===== src/rtl/hoist_ctrl.sv =====
// hoist_ctrl: four-state hoist motor controller with stepped position
// tracking, hard limits at 0 and POS_MAX, and an emergency halt.
`timescale 1ns/1ps
module hoist_ctrl #(
   parameter int POS_MAX     = 15,
   parameter int POS_W       = 4,
   parameter int STEP_CYCLES = 4
) (
   input  logic             CLK,
   input  logic             RESET,
   input  logic             go_up,
   input  logic             go_down,
   input  logic             halt,
   output logic             motor_up,
   output logic             motor_down,
   output logic [POS_W-1:0] pos,
   output logic             top_lim,
   output logic             bott_lim
);

   localparam int STEP_W =
      (STEP_CYCLES > 1) ? $clog2(STEP_CYCLES) : 1;

   localparam logic [POS_W-1:0]  PMAX = POS_W'(POS_MAX);
   localparam logic [POS_W-1:0]  PONE = POS_W'(1);
   localparam logic [STEP_W-1:0] LAST = STEP_W'(STEP_CYCLES - 1);
   localparam logic [STEP_W-1:0] SONE = STEP_W'(1);

   typedef enum logic [1:0] {
      IDLE,
      MOVING_UP,
      MOVING_DOWN,
      HALTED
   } state_t;

   state_t             state_q, state_d;
   logic [POS_W-1:0]   pos_q, pos_d;
   logic [STEP_W-1:0]  step_q, step_d;

   logic up_only;
   logic down_only;

   assign up_only   = go_up & ~go_down;
   assign down_only = go_down & ~go_up;

   // state, position and step registers; reset aborts any pending step
   always_ff @(posedge CLK or posedge RESET) begin
      if (RESET) begin
         state_q <= IDLE;
         pos_q   <= '0;
         step_q  <= '0;
      end else begin
         state_q <= state_d;
         pos_q   <= pos_d;
         step_q  <= step_d;
      end
   end

   // next state: halt wins, then limits, reversal and step timing
   always_comb begin
      state_d = state_q;
      pos_d   = pos_q;
      step_d  = '0;
      if (halt) begin
         state_d = HALTED;
      end else begin
         unique case (state_q)
            IDLE: begin
               if (up_only && pos_q < PMAX)
                  state_d = MOVING_UP;
               else if (down_only && pos_q != '0)
                  state_d = MOVING_DOWN;
            end
            MOVING_UP: begin
               if (down_only || pos_q >= PMAX) begin
                  state_d = IDLE;
               end else if (step_q == LAST) begin
                  pos_d = pos_q + PONE;
                  if (pos_q + PONE == PMAX)
                     state_d = IDLE;
               end else begin
                  step_d = step_q + SONE;
               end
            end
            MOVING_DOWN: begin
               if (up_only || pos_q == '0) begin
                  state_d = IDLE;
               end else if (step_q == LAST) begin
                  pos_d = pos_q - PONE;
                  if (pos_q == PONE)
                     state_d = IDLE;
               end else begin
                  step_d = step_q + SONE;
               end
            end
            HALTED: begin
               state_d = IDLE;
            end
            default: begin
               state_d = IDLE;
            end
         endcase
      end
   end

   assign motor_up   = (state_q == MOVING_UP);
   assign motor_down = (state_q == MOVING_DOWN);
   assign pos        = pos_q;
   assign top_lim    = (pos_q == PMAX);
   assign bott_lim   = (pos_q == '0);

endmodule


===== config.mk =====
export PLATFORM = sky130hd
export DESIGN_NAME = hoist_ctrl
export DESIGN_NICKNAME = d
export VERILOG_FILES = /design/src/rtl/hoist_ctrl.sv
export SDC_FILE = /design/constraint.sdc
export NUM_CORES = 1
export LEC_CHECK = 0
export ABC_AREA = 1
export BUFFER_PORTS_ARGS = -buffer_cell sky130_fd_sc_hd__buf_2
export CAP_MARGIN = 20
export CORE_MARGIN = 3
export CORE_UTILIZATION = 58
export CTS_CLUSTER_DIAMETER = 150
export CTS_CLUSTER_SIZE = 25
export DETAILED_ROUTE_END_ITERATION = 8
export GPL_TIMING_DRIVEN = 1
export PLACE_DENSITY = 0.82
export RECOVER_POWER = 100
export SLEW_MARGIN = 20
export SYNTH_ARGS = -nofsm -noshare
export SYNTH_HDL_FRONTEND = slang
export SYNTH_SLANG_ARGS = --single-unit

===== constraint.sdc =====
create_clock -name CLK -period 3.5 [get_ports CLK]
set_clock_uncertainty 0.2 [all_clocks]
set_input_delay 0.7 -clock CLK [delete_from_list [all_inputs] [get_ports CLK]]
set_output_delay 0.7 -clock CLK [all_outputs]
set_load 0.03 [all_outputs]

==> impl_metrics.tcl <==
set metrics [dict create \
    finalHoldViolations 0 \
    setup_ws_ps 1058 \
    drc 0 \
    antenna_cells 0 \
    path_buf_inv 3 \
    startpoint_type "flip-flop" \
    root_buffer "clkbuf_4" \
    power_density_nw_per_um2 515.7 \
    ys_seq_area_frac 0.2640 \
    cts_resized 0 \
    crit_arrival_ps 1540 \
    grt.overflow.total 0 \
    dr.pass1.iters 5 \
    status "complete, no violations" \
    clk_pin_slew_ps 50 \
    cts_tree "built" \
    clk_path_buf_depth 2 \
    via_per_inst 5.091 \
    postCtsHoldBufs 0 \
    dpl.hpwl_mm 1.273 \
    finalSetupTns_ps 0 \
    num_rows 12 \
    cp_common_cell "inv_1" \
    area_delta_synth_final_pct 8.251 \
    io_pins 13 \
    drv_cap 0 \
    die_w_um 42.16 \
    period_share 0.6976 \
    grt_pass1_wl_mm 2.573 \
    grt_pass1_vias 572 \
    antenna_left 0 \
    gp_congestion 0.7768 \
    criticalPathCategory "reg -> out" \
    p_leak_nw 0.4363 \
    fill_cells 108 \
    grt_use_total 0.1884 \
    start_util 0.6474 \
    synth_cell_type_count 25 \
    io_buffers 12 \
    die_h_um 42.16 \
    worst_slew_pin_slew_ps 376.4 \
    synth_top_area_share 0.2640 \
    worstPathRequired_ps 2600 \
    clk_latency_ps 250 \
    htreeDepth 1 \
    seqCellArea_sq_um 200.2 \
    pre_cts_ws_ps 1465 \
    drive_gt1_frac 0.1356 \
    crit_path_end_kind "primary output" \
    yosys.area.top_type "dfrtp_1" \
    design_area_sq_um 820.8 \
    hold_path.class "in -> async" \
    clock.fmax_mhz 409.6 \
    total_power_mw 0.4233 \
    cts_setup_buffers 0 \
    via_count 672 \
    multi_input_area_sq_um 462.9 \
    cp_cell_sequence "inv_1, ha_1, nand2_1, inv_1, clkbuf_1" \
    synthCells 104 \
    setup_viol 0 \
    crit_family "buffers and inverters" \
    final_common_cell "nand2_1" \
    fin_nets 133 \
    routedWlPerCell_um 11.92 \
    slew_viol_final 0 \
    antenna_found_initial 0 \
    most-common-layout-cells "32 x nand2_1, 18 x inv_1, 8 x ha_1, 8 x clkbuf_1, 8 x dfrtp_1" \
    ys_ff_latch 8 \
    ys_warn_count 0 \
    die_area_sq_um 1777 \
    synthTopCellsByArea "dfrtp_1 26%, nand2_1 15%, ha_1 13%" \
    clock_sinks 8 \
    drt_first_iter_violations 13 \
    grt_max_degree 10 \
    drt-total-wl_mm 1.573 \
    cp_max_fo 6 \
    slew_headroom 0.7501 \
    hold_ws_ps 177.7 \
    rsz0062_at_grt "no" \
    vdd_drop_max_mv 0.3650 \
    synth.cell_area_sq_um 758.2 \
    cts_buffers 3 \
    avgSynthCellArea_sq_um 7.291 \
    place_area_sq_um 828.3 \
    max_stage_delay_ps 440 \
    min_period_ps 2442 \
    cpMaxStageDelayCell "dfrtp_1" \
    syn-num-nets 117 \
    core_sq_um 1171 \
]
-- layer usage --
metal  GRT usage  up-vias  wire (um)
li1            -      352          -
met1      0.2653      295        774
met2      0.2932       23        706
met3     0.01717        2         74
met4     0.08075        0         18
met5           0        -          0
-- metrics by stage --
| stage | cells | utilization |
|---|---|---|
| final | 132 | 0.7009 |
| after global routing | 132 | 0.7009 |
| after CTS | 132 | 0.7265 |
| after detailed placement | 129 | 0.7073 |
| after global placement | 129 | 0.7073 |
| after floorplan | 104 | - |
-- power by group --
part / internal (mW) / leakage, nW / switching (mW)
Sequential: 0.112 / 0.102 / 0.0156
Clock: 0.0390 / 0.0138 / 0.0279
Combinational: 0.0769 / 0.321 / 0.152
-- Yosys cell counts --
master    number
a21oi_1        1
xnor2_1        1
nand2_1       31
nor2_4         1
o21ai_4        1
nand3b_1       1
nor2_2         2
ha_1           8
buf_4          1
nor2_1         7
nand4_2        1
dfrtp_1        8
o21ai_1        3
xor2_2         1
nand2_2        3
nand3_4        1
o22ai_1        1
o21ai_0        1
nand4_1        3
nand3_2        2
and2_1         1
xor2_1         2
inv_1         18
nor3_1         1
nand3_1        4
-- sequential cells by signal (all words and copies together) (netlist names) --
signal   flops
pos          4
state_q      2
step_q       2
-- kinds of logic (layout without fill, tap and decap cells) --
logic type / after synthesis / count (layout) / share of synthesized area
fa+ha+maj: 8 / 8 / 0.1320
buf+inv: 19 / 33 / 0.09901
flops: 8 / 8 / 0.2640
xor+xnor: 4 / 4 / 0.05612
compound gates: 7 / 7 / 0.06270
simple gates: 58 / 58 / 0.3862
-- cell type report --
cell class,instances,share of cell area
Sequential cell,8,0.2439
Multi-Input combinational cell,77,0.5640
Timing Repair Buffer,12,0.06098
Clock buffer,3,0.02744
Inverter,18,0.08232
Tap cell,14,0.02134
-- worst paths after layout --
| path | start | endpoint | slack [ps] | depth (start not counted) |
|---|---|---|---|---|
| max | pos[0] | bott_lim | 1060 | 5 |
| min | RESET | pos[1] | 180 | 2 |
| max reg2reg | state_q[0] | pos[0] | 1490 | 6 |
| min reg2reg | state_q[1] | state_q[1] | 310 | 2 |
| max in group asynchronous | RESET | state_q[1] | 2700 | 2 |
| min in group CLK | state_q[1] | state_q[1] | 310 | 2 |
No activity file was read; power rests on OpenSTA's default activity.
